--- src/rtl/fix_tx_pkg.sv ---
// Shared constants for the FIX transmit path: serializer FSM state codes and
// the ASCII bytes used when framing fields and the checksum trailer.
package fix_tx_pkg;

    typedef logic [2:0] state_t;

    localparam state_t IDLE   = 3'd0;
    localparam state_t TAG    = 3'd1;
    localparam state_t EQ     = 3'd2;
    localparam state_t VALUE  = 3'd3;
    localparam state_t FSOH   = 3'd4;
    localparam state_t CK_TAG = 3'd5;
    localparam state_t CK_DIG = 3'd6;
    localparam state_t CK_SOH = 3'd7;

    localparam logic [7:0]  SOH        = 8'h01;
    localparam logic [7:0]  EQ_CHAR    = 8'h3D;
    localparam logic [7:0]  ZERO_CHAR  = 8'h30;
    localparam logic [23:0] CK_TAG_STR = {"1", "0", "="};

endpackage

--- src/rtl/fix_msg_serializer_bin2ascii.sv ---
// Registered 8-bit binary to three ASCII decimal digits ("000".."255"),
// hundreds digit in the top byte; one cycle of latency.
module bin2ascii (
    input  logic        clk,
    input  logic [7:0]  bin,
    output logic [23:0] ascii
);
    import fix_tx_pkg::*;

    function automatic logic [23:0] to_digits(input logic [7:0] b);
        logic [7:0] h;
        logic [7:0] t;
        logic [7:0] u;
        h = b / 8'd100;
        t = (b / 8'd10) % 8'd10;
        u = b % 8'd10;
        return {ZERO_CHAR + h, ZERO_CHAR + t, ZERO_CHAR + u};
    endfunction

    // stage p1: digits registered
    always_ff @(posedge clk) begin
        ascii <= to_digits(bin);
    end

endmodule

--- src/rtl/fix_msg_serializer.sv ---
// Serialises tag/value fields as "tag=value<SOH>" bytes and closes each
// message with the "10=ddd<SOH>" checksum trailer.
module fix_msg_serializer #(
    parameter int         TAG_WIDTH   = 32,
    parameter int         VALUE_WIDTH = 256,
    parameter logic [7:0] SOH         = 8'h01
) (
    input  logic                   clk,
    input  logic                   rst,
    input  logic                   field_valid_i,
    output logic                   field_ready_o,
    input  logic [TAG_WIDTH-1:0]   tag_i,
    input  logic [1:0]             tag_len_m1_i,
    input  logic [VALUE_WIDTH-1:0] value_i,
    input  logic [4:0]             value_len_m1_i,
    input  logic                   last_i,
    output logic [7:0]             data_o,
    output logic                   data_valid_o,
    input  logic                   data_ready_i,
    output logic                   msg_done_o,
    output logic [7:0]             checksum_o,
    output logic                   busy_o
);
    import fix_tx_pkg::*;

    localparam int TAG_CHARS = TAG_WIDTH / 8;
    localparam int VAL_CHARS = VALUE_WIDTH / 8;

    state_t                 state;
    logic [4:0]             idx;
    logic [TAG_WIDTH-1:0]   tag_r;
    logic [VALUE_WIDTH-1:0] value_r;
    logic [1:0]             tag_len_r;
    logic [4:0]             val_len_r;
    logic                   last_r;
    logic [7:0]             acc;
    logic [23:0]            ck_digits_p1;
    logic [7:0]             tag_bytes [TAG_CHARS];
    logic [7:0]             val_bytes [VAL_CHARS];
    logic [4:0]             last_idx;
    logic                   at_last;
    logic                   xfer;
    logic                   body_byte;

    assign field_ready_o = (state == IDLE);
    assign data_valid_o  = (state != IDLE);
    assign xfer          = data_valid_o & data_ready_i;
    assign body_byte     = (state == TAG) || (state == EQ) || (state == VALUE) || (state == FSOH);

    always_comb begin
        for (int i = 0; i < TAG_CHARS; i++) tag_bytes[i] = tag_r[TAG_WIDTH-1-8*i -: 8];
        for (int i = 0; i < VAL_CHARS; i++) val_bytes[i] = value_r[VALUE_WIDTH-1-8*i -: 8];
    end

    always_comb begin
        last_idx = 5'd0;
        case (state)
            TAG:            last_idx = {3'b000, tag_len_r};
            VALUE:          last_idx = val_len_r;
            CK_TAG, CK_DIG: last_idx = 5'd2;
            default:        last_idx = 5'd0;
        endcase
    end
    assign at_last = (idx == last_idx);

    always_comb begin
        data_o = 8'h00;
        case (state)
            TAG:    data_o = tag_bytes[idx[1:0]];
            EQ:     data_o = EQ_CHAR;
            VALUE:  data_o = val_bytes[idx];
            FSOH:   data_o = SOH;
            CK_TAG: data_o = (idx[1:0] == 2'd0) ? CK_TAG_STR[23:16] :
                             (idx[1:0] == 2'd1) ? CK_TAG_STR[15:8] : CK_TAG_STR[7:0];
            CK_DIG: data_o = (idx[1:0] == 2'd0) ? ck_digits_p1[23:16] :
                             (idx[1:0] == 2'd1) ? ck_digits_p1[15:8] : ck_digits_p1[7:0];
            CK_SOH: data_o = SOH;
            default: data_o = 8'h00;
        endcase
    end

    // acc stops moving once the trailer starts, so the digits settle during CK_TAG
    bin2ascii u_bin2ascii (
        .clk   (clk),
        .bin   (acc),
        .ascii (ck_digits_p1)
    );

    always_ff @(posedge clk) begin
        if (field_ready_o && field_valid_i) begin
            tag_r     <= tag_i;
            value_r   <= value_i;
            tag_len_r <= tag_len_m1_i;
            val_len_r <= value_len_m1_i;
            last_r    <= last_i;
        end
    end

    always_ff @(posedge clk) begin
        if (rst) begin
            state      <= IDLE;
            idx        <= 5'd0;
            acc        <= 8'h00;
            busy_o     <= 1'b0;
            msg_done_o <= 1'b0;
            checksum_o <= 8'h00;
        end else begin
            msg_done_o <= 1'b0;
            if (state == IDLE) begin
                if (field_valid_i) begin
                    state  <= TAG;
                    idx    <= 5'd0;
                    busy_o <= 1'b1;
                end
            end else if (xfer) begin
                if (body_byte) acc <= acc + data_o;
                idx <= at_last ? 5'd0 : idx + 5'd1;
                case (state)
                    TAG:    if (at_last) state <= EQ;
                    EQ:     state <= VALUE;
                    VALUE:  if (at_last) state <= FSOH;
                    FSOH:   state <= last_r ? CK_TAG : IDLE;
                    CK_TAG: if (at_last) state <= CK_DIG;
                    CK_DIG: if (at_last) state <= CK_SOH;
                    CK_SOH: begin
                        state      <= IDLE;
                        msg_done_o <= 1'b1;
                        checksum_o <= acc;
                        acc        <= 8'h00;
                        busy_o     <= 1'b0;
                    end
                    default: state <= IDLE;
                endcase
            end
        end
    end

endmodule

--- config.mk ---
export PLATFORM = sky130hd
export DESIGN_NAME = fix_msg_serializer
export DESIGN_NICKNAME = d
export VERILOG_FILES = /design/src/rtl/fix_tx_pkg.sv /design/src/rtl/fix_msg_serializer_bin2ascii.sv /design/src/rtl/fix_msg_serializer.sv
export SDC_FILE = /design/constraint.sdc
export NUM_CORES = 1
export LEC_CHECK = 0
export CAP_MARGIN = 20
export CORE_ASPECT_RATIO = 1.2
export CORE_UTILIZATION = 41
export DETAILED_ROUTE_END_ITERATION = 10
export GPL_TIMING_DRIVEN = 0
export HOLD_SLACK_MARGIN = 0.08
export PLACE_DENSITY = 0.74
export SLEW_MARGIN = 30
export SYNTH_ARGS = -nofsm -noshare
export SYNTH_HDL_FRONTEND = slang
export SYNTH_HIERARCHICAL = 1
export SYNTH_SLANG_ARGS = --single-unit
--- constraint.sdc ---
create_clock -name clk -period 27.5 [get_ports clk]
set_input_delay 5.5 -clock clk [delete_from_list [all_inputs] [get_ports clk]]
set_output_delay 5.5 -clock clk [all_outputs]
set_load 0.02 [all_outputs]
==> flow_summary.yaml, run 1 <==
synth:
  synth_area_per_cell_sq_um: 16.5
  synth-warning-count: 6
  yosys.cell_count.top_type: "sky130_fd_sc_hd__edfxtp_1"
  synth_seq_area_share: 0.666
  async_reset_ff_frac: 0
  syn-instance-count: 892
  synth_ff_type: "sky130_fd_sc_hd__edfxtp_1"
  synthTopCellsByCount: "sky130_fd_sc_hd__edfxtp_1, sky130_fd_sc_hd__mux4_2, sky130_fd_sc_hd__nand2_1"
  yosys_register_bits: 340
  synth.cell_area_sq_mm: 0.0147
  synth.lib_cells_used.distinct: 78
  share_of_the_synthesized_area_in_the_top_cell_type: 0.606
  synthDominantAreaCellType: "sky130_fd_sc_hd__edfxtp_1"
  synth_top_cells_by_area: "sky130_fd_sc_hd__edfxtp_1, sky130_fd_sc_hd__mux4_2, sky130_fd_sc_hd__dfxtp_1, sky130_fd_sc_hd__ha_1, sky130_fd_sc_hd__a21oi_1"
  synth_edf_count: 296
timing:
  slew_headroom: 0.336
  final-setup-viol-count: 0
  tightestPinTransition_ns: 0.996
  fin_crit_period_ns: 10.32
  clock-skew-final_ns: 0.0169
  timing_max_transition_violations_final: 0
  post-route-period-util: 0.375
  count_of_final_hold_check_violations: 0
  rsz_0062_raised_after_global_routing: "no"
  tns_ns: 0
  fmaxAchievable_ghz: 0.0969
detailed_routing:
  vias_per_cell: 5.35
  antenna_violating_nets_post_route: 0
  wire_per_inst_um: 21.7
  routed-wl-met2_mm: 20.6
  wl_mm: 38.1
  router_iterations_before_antenna_repair: 5
  initialDrtViolationCount: 643
  num_vias: 9379
  drcViolationCount: 0
  met1_wire_length_mm: 14.2
  detailroute.wirelength.met3_mm: 2.36
  highest_layer: "met5"
clock_network:
  post_cts_buffers: 0
  cts_tree: "done"
  clkLatencyLatePin_ns: 0.53
  cts_hold_buf: 0
  cts_h_tree_lvls: 2
  clk_pin_slew_worst_paths_ns: 0.06
  clock_sinks: 340
  cts_max_path_buffers: 3
  clock-root-buffer: "sky130_fd_sc_hd__clkbuf_16"
  numCtsBuffers: 36
  post_cts_resize_count: 0
pwr:
  powerDensity_mw_per_mm2: 85.3
  total_leakage_power_nw: 6.70
  ir_worst_vdd_mv: 0.0600
  total_power_mw: 1.69
final_layout:
  finalCoreUtilization: 0.565
  final-seq-area_sq_mm: 0.00977
  stdcell_area_sq_mm: 0.0198
  final_layout_size_suffix_gt1_frac: 0.153
  area_occupied_by_multi_input_gates_sq_mm: 0.00451
  nets: 1585
  layout-area-overhead-vs-synth_pct: 35.0
  final.fill_count: 2757
worst_setup_path:
  critPathMaxFanout: 10
  critical_path_required_ns: 22.00
  r2r_end: "acc[7]$_SDFFE_PP0P_"
  crit_arrival_ns: 4.82
  r2r_start: "idx[1]$_SDFFE_PP0P_"
  rrSetupSlack_ns: 21.95
  cp_endpoint_kind: "output pin"
  r2r.worst_path.cells: 21
  critical_path.startpoint_type: "flop"
  timing.setup.critical_path_class: "reg2out"
hold_path:
  holdCritStartpoint: "checksum_o[5]$_SDFFE_PP0P_"
  worst_hold_path.num_cells: 2
  hp-class: "reg2reg"
  min_to: "checksum_o[5]$_SDFFE_PP0P_"
run:
  maxCapViolCount: 0
die:
  start_util: 0.418
  fp.dieH_um: 209
  horiz_die_dim_um: 175
  die_area_sq_mm: 0.0366
  placementRows: 75
  boundaryPins: 320
  placeableCoreArea_sq_mm: 0.0351
global_route:
  grt_start_max_net_pins: 53
  grt_first_pass_wirelength_mm: 57.1
  antenna_violations_before_repair: 4
  grt_util_all_layers: 0.211
  globalRoute.totalOverflow: 0
  number_of_global_route_vias_before_repair: 9739
placed_design:
  globalplace.congestion: 0.861
  place.detailed.hpwl_mm: 28.7
  port_buffers: 318
  postPlaceCellArea_sq_mm: 0.0186
outcome:
  status: "finished, final reports clean"
[sequential cells by signal, summed over array words and instances, names as in the netlist]
signal and cells:
msg_done_o 1, idx 5, state 3, checksum_o 8
last_r 1, tag_bytes 32, tag_len_r 2, u_bin2ascii/ascii 18
val_bytes 256, acc 8, busy_o 1, val_len_r 5
[critical path, stage by stage, from the launching register on]
cell	delay (ns)
sky130_fd_sc_hd__dfxtp_1	0.35
sky130_fd_sc_hd__buf_6	0.15
sky130_fd_sc_hd__buf_6	0.17
sky130_fd_sc_hd__buf_2	0.31
sky130_fd_sc_hd__clkbuf_1	0.78
sky130_fd_sc_hd__buf_4	0.37
sky130_fd_sc_hd__inv_1	0.08
sky130_fd_sc_hd__ha_1	0.18
sky130_fd_sc_hd__clkbuf_1	0.28
sky130_fd_sc_hd__mux2_2	0.31
sky130_fd_sc_hd__mux2i_1	0.06
sky130_fd_sc_hd__nand2_1	0.09
sky130_fd_sc_hd__a21oi_1	0.07
sky130_fd_sc_hd__o22ai_1	0.36
sky130_fd_sc_hd__clkdlybuf4s50_1	0.74
[area by class of cell]
class,count,share of cell area
buffer,57,0.0168
clock inverter,22,0.0109
sequential,340,0.493
antenna,3,0.000379
multi-input combinational,477,0.228
timing repair buffer,325,0.168
tap,462,0.0292
inverter,22,0.00417
clock buffer,44,0.0493
[stage by stage]
stage	instances	hold WS (ns)	setup slack (ns)
global route	1752	0.480	16.99
floorplan	896	0.412	13.35
finish	1752	0.452	17.18
detailed placement	1683	0.446	17.71
CTS	1749	0.453	17.13
global placement	1676	0.446	9.80
[per-layer routing]
metal | vias up | track usage
met1 | 4673 | 0.247
met3 | 63 | 0.0409
met5 | - | 0
met2 | 364 | 0.388
li1 | 4277 | -
met4 | 2 | 0.0639
[worst max path at each step]
stage	from	endpoint	slack, ns	depth (start not counted)
floorplan	field_valid_i	state[1]$_SDFFE_PP0P_	13.35	5
global placement	field_valid_i	state[1]$_SDFFE_PP0P_	9.80	6
detailed placement	idx[1]$_SDFFE_PP0P_	data_o[5]	17.71	14
CTS	idx[1]$_SDFFE_PP0P_	data_o[5]	17.13	14
global route	idx[1]$_SDFFE_PP0P_	data_o[5]	16.99	14
finish	idx[1]$_SDFFE_PP0P_	data_o[5]	17.18	14
[where the power goes]
| part | total (mW) | leakage [nW] | internal [mW] | switching (mW) |
|---|---|---|---|---|
| clock | 0.490 | 0.592 | 0.292 | 0.198 |
| sequential | 0.753 | 3.18 | 0.714 | 0.0396 |
| combinational | 0.447 | 2.93 | 0.204 | 0.243 |
[kinds of logic after synthesis]
family,after synthesis,synth area share
AND/OR/NAND/NOR,186,0.0646
buffers and inverters,79,0.0283
other,2,0.000512
adder cells (fa/ha/maj),27,0.0234
AO/OA/AOI/OAI,136,0.0622
flip-flops,340,0.666
XOR/XNOR,15,0.00895
multiplexers,107,0.147
[placed cells by master, fill, tap and decap left out, types with 7 or more instances in the layout]
cell / Yosys / final
sky130_fd_sc_hd__buf_4: 13 / 13
sky130_fd_sc_hd__clkbuf_16: 0 / 38
sky130_fd_sc_hd__mux2i_1: 18 / 18
sky130_fd_sc_hd__nand3_1: 13 / 13
sky130_fd_sc_hd__clkdlybuf4s50_1: 0 / 318
sky130_fd_sc_hd__o21ai_0: 15 / 15
sky130_fd_sc_hd__a21oi_1: 43 / 43
sky130_fd_sc_hd__nor2_1: 49 / 49
sky130_fd_sc_hd__nand2_1: 54 / 54
sky130_fd_sc_hd__nand2b_1: 7 / 7
sky130_fd_sc_hd__nand4_1: 7 / 7
sky130_fd_sc_hd__a31oi_1: 12 / 12
sky130_fd_sc_hd__clkinv_2: 0 / 7
sky130_fd_sc_hd__mux4_2: 86 / 86
sky130_fd_sc_hd__buf_6: 8 / 8
sky130_fd_sc_hd__buf_2: 8 / 8
sky130_fd_sc_hd__edfxtp_1: 296 / 296
sky130_fd_sc_hd__clkbuf_1: 22 / 27
sky130_fd_sc_hd__a22oi_1: 9 / 9
sky130_fd_sc_hd__nor3_1: 16 / 16
sky130_fd_sc_hd__inv_1: 20 / 20
sky130_fd_sc_hd__clkinv_1: 0 / 7
sky130_fd_sc_hd__ha_1: 25 / 25
sky130_fd_sc_hd__xnor2_1: 14 / 14
sky130_fd_sc_hd__dfxtp_1: 44 / 44
Note: power is estimated with default switching activity, not from simulation.
==> run 2, diff against run 1 <==
--- a/config.mk
+++ b/config.mk
@@ -11,7 +11,7 @@
 export DETAILED_ROUTE_END_ITERATION = 10
 export GPL_TIMING_DRIVEN = 0
 export HOLD_SLACK_MARGIN = 0.08
-export PLACE_DENSITY = 0.74
+export PLACE_DENSITY = 0.76
 export SLEW_MARGIN = 30
 export SYNTH_ARGS = -nofsm -noshare
 export SYNTH_HDL_FRONTEND = slang
==> constraint.sdc (replaced) <==
create_clock -name clk -period 8.54 [get_ports clk]
set_input_delay 1.708 -clock clk [delete_from_list [all_inputs] [get_ports clk]]
set_output_delay 1.708 -clock clk [all_outputs]
set_load 0.02 [all_outputs]
==> run 2 against run 1 <==
  * Register-to-register slack worse by 19 ns
  * First-iteration DRC count increased by 6.1%
  * Via count decreased by 0.17%
  * Clock power grew to 3.1 times the previous value
  * Setup slack got worse by 15 ns
  * Clock skew hardly changed
  * Clock-buffer cell count up 2
  * Cell count rose by 0.17%
  * Sequential power increased to 3.2 times the previous value
  * Sequential share of layout area rose by 0.10 points
  * Critical path depth stayed put
  * Hold slack gained 0.0059 ns
  * Highest routed layer unchanged
==> flow_summary.yaml, run 2 (same netlist as run 1, synthesis figures left out) <==
timing:
  rsz_0062_raised_after_global_routing: "no"
  timing_max_transition_violations_final: 0
  tns_ns: 0
  slew_headroom: 0.377
  fin_hold_ws_ns: 0.458
  final-setup-viol-count: 0
  clock-skew-final_ns: 0.0171
  fin_crit_period_ns: 6.48
  post-route-period-util: 0.759
  count_of_final_hold_check_violations: 0
  tightestPinTransition_ns: 0.935
  fmaxAchievable_ghz: 0.154
final_layout:
  largest_register_ffs: 256
  layout.cells.most_common: "sky130_fd_sc_hd__clkdlybuf4s50_1"
  layout-area-overhead-vs-synth_pct: 34.7
  nets: 1584
  final_layout_size_suffix_gt1_frac: 0.150
  layout_common_cells: "sky130_fd_sc_hd__clkdlybuf4s50_1, sky130_fd_sc_hd__edfxtp_1, sky130_fd_sc_hd__mux4_2"
  finalCoreUtilization: 0.563
  final.fill_count: 2731
  fin_cells: 1755
global_route:
  grt_first_pass_wirelength_mm: 57.3
  antenna_violations_before_repair: 11
  number_of_global_route_vias_before_repair: 9824
  grt_start_max_net_pins: 54
  grt_util_all_layers: 0.211
  globalRoute.totalOverflow: 0
worst_setup_path:
  critical_path_required_ns: 6.83
  crit_arrival_ns: 4.77
  critical_path.startpoint_type: "flop"
  critPathMaxFanout: 10
  cp_endpoint_kind: "output pin"
  timing.setup.critical_path_class: "reg2out"
clock_network:
  cts_max_path_buffers: 3
  cts_h_tree_lvls: 2
  clock_sinks: 340
  numCtsBuffers: 35
  clkLatencyLatePin_ns: 0.53
  cts_tree: "done"
  post_cts_resize_count: 0
  cts_hold_buf: 0
  post_cts_buffers: 0
  clk_pin_slew_worst_paths_ns: 0.06
  clock-root-buffer: "sky130_fd_sc_hd__clkbuf_16"
placed_design:
  post-place-cells: 1683
  port_buffers: 318
  place.detailed.hpwl_mm: 28.9
  globalplace.congestion: 0.869
detailed_routing:
  vias_per_cell: 5.34
  num_vias: 9363
  wire_per_inst_um: 21.9
  router_iterations_before_antenna_repair: 6
  initialDrtViolationCount: 682
  wl_mm: 38.4
  antenna_violating_nets_post_route: 0
  drcViolationCount: 0
die:
  horiz_die_dim_um: 175
  placementRows: 75
  die_area_sq_mm: 0.0366
  boundaryPins: 320
  start_util: 0.418
  placeableCoreArea_sq_mm: 0.0351
  fp.dieH_um: 209
run:
  maxCapViolCount: 0
hold_path:
  hp-class: "reg2reg"
pwr:
  powerDensity_mw_per_mm2: 273
  total_leakage_power_nw: 6.65
  ir_worst_vdd_mv: 0.196
outcome:
  status: "finished, final reports clean"
[run 2: cell types whose count changed in the layout (fill, tap and decap cells not counted), sizes merged]
cell      before  now
clkbuf        66   68
clkinv        14   10
clkinvlp       0    2
diode          3    9
inv           26   23
[run 2: layer usage]
layer  global-route usage  share of wire  vias to the layer above
met3               0.0431          0.068                       70
met1                0.243           0.36                     4634
li1                     -              -                     4281
met2                0.382           0.54                      374
met5                    0        0.00068                        -
met4               0.0837          0.030                        4
[run 2: cell type report]
cell class / count / area (sq um) / share of cell area
sequential: 340 / 9770 / 0.494
multi-input combinational: 477 / 4510 / 0.228
timing repair buffer: 325 / 3340 / 0.169
clock buffer: 46 / 938 / 0.0475
tap: 462 / 578 / 0.0292
buffer: 57 / 333 / 0.0168
clock inverter: 17 / 200 / 0.0101
inverter: 22 / 82.6 / 0.00418
antenna: 9 / 22.5 / 0.00114
[run 2: final timing paths]
check                        startpoint                         end  slack, ns  cells after the start
max                 idx[1]$_SDFFE_PP0P_                   data_o[5]       2.06                     14
max reg2reg         idx[1]$_SDFFE_PP0P_         acc[7]$_SDFFE_PP0P_       3.07                     21
min          checksum_o[5]$_SDFFE_PP0P_  checksum_o[5]$_SDFFE_PP0P_       0.46                      2
min reg2reg  checksum_o[5]$_SDFFE_PP0P_  checksum_o[5]$_SDFFE_PP0P_       0.46                      2
[run 2: critical path, stage by stage (launching register included)]
cell,delay (ns)
sky130_fd_sc_hd__dfxtp_1,0.35
sky130_fd_sc_hd__buf_6,0.15
sky130_fd_sc_hd__buf_6,0.17
sky130_fd_sc_hd__buf_2,0.33
sky130_fd_sc_hd__clkbuf_1,0.69
sky130_fd_sc_hd__buf_4,0.35
sky130_fd_sc_hd__inv_1,0.09
sky130_fd_sc_hd__ha_1,0.18
sky130_fd_sc_hd__clkbuf_1,0.29
sky130_fd_sc_hd__mux2_2,0.31
sky130_fd_sc_hd__mux2i_1,0.07
sky130_fd_sc_hd__nand2_1,0.10
sky130_fd_sc_hd__a21oi_1,0.08
sky130_fd_sc_hd__o22ai_1,0.35
sky130_fd_sc_hd__clkdlybuf4s50_1,0.73
[run 2: where the power goes]
part           total [mW]  leakage [nW]  internal (mW)  switching, mW
combinational        1.43          2.93          0.657          0.776
clock                1.53         0.550          0.901          0.629
sequential           2.43          3.18           2.30          0.129
total                5.39          6.65           3.86           1.53
[run 2: through the flow]
stage	cell area (sq um)	setup WS [ns]	power, mW
after detailed placement	18600	2.62	3.90
after global placement	18500	-0.234	3.87
after global routing	19800	1.82	5.63
final	19800	2.06	5.39
after floorplan	14700	1.86	3.38
after CTS	19800	1.98	5.43
==> patch 1: new RTL, config.mk and constraints of run 2 <==
The parameter `TAG_WIDTH` goes from 32 to 128.
--- a/src/rtl/fix_msg_serializer.sv
+++ b/src/rtl/fix_msg_serializer.sv
@@ -2,5 +2,5 @@
 // message with the "10=ddd<SOH>" checksum trailer.
 module fix_msg_serializer #(
-    parameter int         TAG_WIDTH   = 32,
+    parameter int         TAG_WIDTH   = 128,
     parameter int         VALUE_WIDTH = 256,
     parameter logic [7:0] SOH         = 8'h01
Ports: changed (resized tag_i); port bits go from 320 to 416. No check against the original RTL was run, so the function may have changed too.
==> patch 1 against run 2 <==
Sequential cell count stayed put. Wire length is 4.4% lower. Final area is 1.0% lower. Via count is 2.3% lower. Synthesized area is 0.28% lower. Setup slack better by 0.30 ns. Count of clock-buffer cells in the layout is 3 higher. Highest routed layer is now met4.
Power is not compared: it rests on default switching activity, and its combinational part moved more than twofold at a synthesized area within 25%.
==> patch 1: results (changes against run 2) <==
Status -> completed
IO Port Bufs -> 317 (-0.31%)
Initial antenna violation count -> 3 (-8)
Critical path's slowest cell -> clkdlybuf4s50_1
WP data arrival -> 4.47 ns (-0.30 ns)
Peak supply drop -> 0.1705 mV
Layout Skew -> 0.009701 ns (-0.007375 ns)
CTS max path bufs -> 3 (unchanged)
Layout cells sized above 1 -> 14.66% (-0.29 points)
Max reg flops -> 256 (unchanged)
Vias per inst -> 5.297 (-0.71%)
Post-synth EDFFs -> 296 (unchanged)
Warnings, synthesis -> 6 (unchanged)
Largest stage delay, worst path -> 0.69 ns (-0.04 ns)
# Post-CTS Setup Buffers -> 0 (unchanged)
Total CTS buffers -> 34 (-2.9%)
# fillers -> 2,749 (+0.66%)
Vias in the first global route -> 9,331 (-5.0%)
DRC Markers -> 0 (unchanged)
DRT Pass-1 Iters -> 7 (+1)
CTS root buf -> clkbuf_16
Fraction of the yosys area taken by sequential cells -> 66.74% (+0.19 points)
First-pass GRT wire length -> 54,110 um (-5.5%)
Final Slew Violations -> 0 (unchanged)
Async set-reset flop share out of synthesis -> 0% (unchanged)
Post-Synthesis Cells -> 878 (-1.6%)
Max H-tree Level -> 2 (unchanged)
Initial DRC count -> 718 (+5.3%)
Yosys cell types -> 83 (+6.4%)
Worst slew margin -> 37.77% (+0.11 points)
Clock latency at the later pin of the worst-skew pair -> 0.52 ns
NetSw -> 1.013 mW
Post-CTS sizing -> 0 (unchanged)
Wirelength per Cell -> 21.26 um (-2.9%)
Largest net degree at the start of global routing -> 98 (+81%)
GRT Total Usage -> 20.12% (-0.99 points)
Leakage Power -> 6.541 nW
Post-DP HPWL -> 27,830 um (-3.6%)
Top cells by count, synth -> edfxtp_1, mux4_2, dfxtp_1, nand2_1, nor2_1
Nets@finish -> 1,656 (+4.5%)
CP Max Fanout -> 10 (unchanged)
Hold Path Class -> reg -> reg
GPL Wtd Cong -> 0.9312 (+7.1%)
Post-Route WL -> 36,720 um (-4.4%)
Clock slew at reported path FFs -> 0.06 ns (about the same)
Synth area leaders -> edfxtp_1, mux4_2, dfxtp_1, ha_1, a21oi_1
patch 1: cell count changes after synthesis, moves of 5 or more:
cell            run 2  this run
inv_1              20        14
nand2_1            54        43
nor2_1             49        43
o21ai_1             6        11
xnor2_1            14         9
patch 1: worst max-delay path, delay by kind of cell (launching register included):
family                     cells  cell delay, ns
AOI/OAI and AO/OA              2            0.58
adders and majority gates      1            0.19
muxes                          2            0.39
DFF                            1            0.35
buffers and inverters          8            2.43
patch 1: per-stage QoR:
step	cell area, sq um	utilization (%)	total power, mW	worst slack, ns
after detailed placement	18500	52.70	2.833	2.861
after global routing	19570	55.76	4.393	2.084
after CTS	19560	55.74	4.271	2.280
final	19570	55.76	4.233	2.360
after global placement	18400	52.44	2.872	-2.052
after floorplan	14650	-	2.566	0.3896
patch 1: logic make-up after synthesis:
group,share of synthesized area [%]
buf+inv,2.795
compound gates,6.231
fa+ha+maj,2.000
xor+xnor,0.8377
simple gates,6.522
other cells,0.05131
flops,66.74
mux,14.82
patch 1: final timing paths:
path / endpoint / start / slack [ns] / cells after the start
min reg2reg: checksum_o[3] / checksum_o[3] / 0.45 / 2
min: checksum_o[3] / checksum_o[3] / 0.45 / 2
max: data_o[5] / idx[1] / 2.36 / 13
max reg2reg: u_bin2ascii/ascii[14] / acc[3] / 3.12 / 20
patch 1: routing by layer:
layer  wire length [um]  track usage (%)  vias to the layer above  part of all wire (%)
met1              13910            23.74                     4481                    38
li1                   -                -                     4240                     -
met3               2302            4.349                       60                   6.3
met4               1137            7.411                        0                   3.1
met2              19370            35.84                      367                    53
met5                  0                0                        -                     0
patch 1: layout make-up:
type | count | share of cell area, %
Buffer | 60 | 1.758
Clock buffer | 49 | 4.840
Inverter | 18 | 0.3836
Timing Repair Buffer | 320 | 16.64
Multi-Input combinational cell | 464 | 22.86
Tap cell | 462 | 2.954
Sequential cell | 340 | 49.92
Antenna cell | 3 | 0.03836
Clock inverter | 11 | 0.6074
patch 1: power groups by stage:
stage / combinational [mW] / sequential [mW] / clock [mW]
finish: 0.698 / 2.10 / 1.44
global placement: 0.669 / 2.20 / 0
global route: 0.753 / 2.11 / 1.53
CTS: 0.702 / 2.10 / 1.47
detailed placement: 0.700 / 2.13 / 0
floorplan: 0.399 / 2.17 / 0
==> patch 2: new RTL, config.mk and constraints of run 2 <==
Without the edit above. Make the reset (`rst`) asynchronous in one clocked block.
--- a/src/rtl/fix_msg_serializer.sv
+++ b/src/rtl/fix_msg_serializer.sv
@@ -97,5 +97,5 @@
     end
 
-    always_ff @(posedge clk) begin
+    always_ff @(posedge clk or posedge rst) begin
         if (rst) begin
             state      <= IDLE;
Behaviour: differs if rst is asserted again (counterexample within 4 cycles, from zero or initial values and one cycle with rst high); with rst held inactive, the same outputs for 4 cycles.
==> patch 2 against run 2 <==
Setup slack lost 0.12 ns. Critical path depth down 1. Final area shrank 0.31%. Sequential cell count stayed put. Worst hold slack improved by 0.025 ns. Synthesized area about the same. Wire length fell by 3.8%. Largest cell class unchanged.
Power is not compared: it rests on default switching activity, and its combinational part moved more than twofold at a synthesized area within 25%.
==> patch 2: results (changes against run 2) <==
Yosys cell types -> 77 (-1.3%)
Layout Skew -> 0.01318 ns (-0.003894 ns)
Comb pwr share -> 45.8%
Wirelength per Cell -> 21.62 um (-1.2%)
Largest net degree at the start of global routing -> 55 (+1.9%)
Initial antenna violation count -> 6 (-5)
Vias in the first global route -> 9,486 (-3.4%)
Fraction of the yosys area taken by sequential cells -> 67.46% (+0.91 points)
Synth area leaders -> edfxtp_1, mux4_2, dfrtp_1, dfxtp_1, ha_1
Max reg flops -> 256 (unchanged)
Top cells by count, synth -> edfxtp_1, mux4_2, nand2_1, nor2_1, a21oi_1
Vias -> 9,038 (-3.5%)
GPL Wtd Cong -> 0.8335 (-4.1%)
WP data arrival -> 4.89 ns (+0.12 ns)
Post-DP HPWL -> 27,930 um (-3.3%)
Worst slew margin -> 38.61% (+0.96 points)
First-pass GRT wire length -> 55,190 um (-3.6%)
IO Port Bufs -> 319 (+0.31%)
GRT Total Usage -> 20.39% (-0.73 points)
Post-Place Cells -> 1,644 (-2.3%)
Layout cells sized above 1 -> 16.10% (+1.1 points)
Initial DRC count -> 571 (-16%)
Status -> completed
DRT Pass-1 Iters -> 5 (-1)
Nets@finish -> 1,546 (-2.4%)
Placement Setup Slack -> 2.415 ns (-0.2067 ns)
Final non-filler cell total -> 1,709 (-2.6%)
==> patch 2: path summary, 6_finish.rpt <==
path | startpoint | end | slack, ns | cells past startpoint
worst max-delay path | idx[1] | data_o[0] | 1.94 | 13
worst min-delay path | busy_o | busy_o | 0.48 | 1
worst max register to register | idx[1] | acc[6] | 3.01 | 20
worst min register to register | busy_o | busy_o | 0.48 | 1
max in group asynchronous | rst | idx[2] | 6.56 | 2
min in group asynchronous | rst | acc[6] | 1.59 | 2
==> patch 2: cell type report <==
cell class              instances  area [sq um]
diodes                          5         12.51
plain buffers                  49         292.8
clock buffers                  42         944.7
clock inverters                18         141.4
fillers                      2716         15380
inverters                      23         86.33
multi-input cells             445          4414
flip-flops and latches        340          9899
well taps                     462         578.1
repair buffers                325          3343
==> patch 2: layer usage <==
metal / GRT usage (%) / routed length [um]
met1: 23.89 / 13880
met2: 36.81 / 19810
met3: 4.421 / 2240
met4: 6.777 / 1007
met5: 0 / 15
==> patch 2: critical path, stage by stage (launching register included) <==
cell and delay (ns):
dfrtp_1 0.49, buf_2 0.34, buf_2 0.34, buf_2 0.39, buf_2 0.39, inv_1 0.12
ha_1 0.19, clkbuf_1 0.29, mux2_2 0.36, mux2i_1 0.18, nand2_1 0.08, a222oi_1 0.30
o21ai_0 0.28, clkdlybuf4s50_1 0.61
==> patch 2: cell families (layout without fill, tap and decap cells) <==
logic type | after synthesis | after routing | synth area share, %
AND/OR/NAND/NOR | 150 | 150 | 5.235
multiplexers | 120 | 120 | 15.71
XOR/XNOR | 16 | 16 | 0.9550
flip-flops | 340 | 340 | 67.46
AO/OA/AOI/OAI | 126 | 126 | 5.670
adder cells (fa/ha/maj) | 27 | 27 | 2.336
buffers and inverters | 72 | 457 | 2.575
other | 2 | 11 | 0.05118
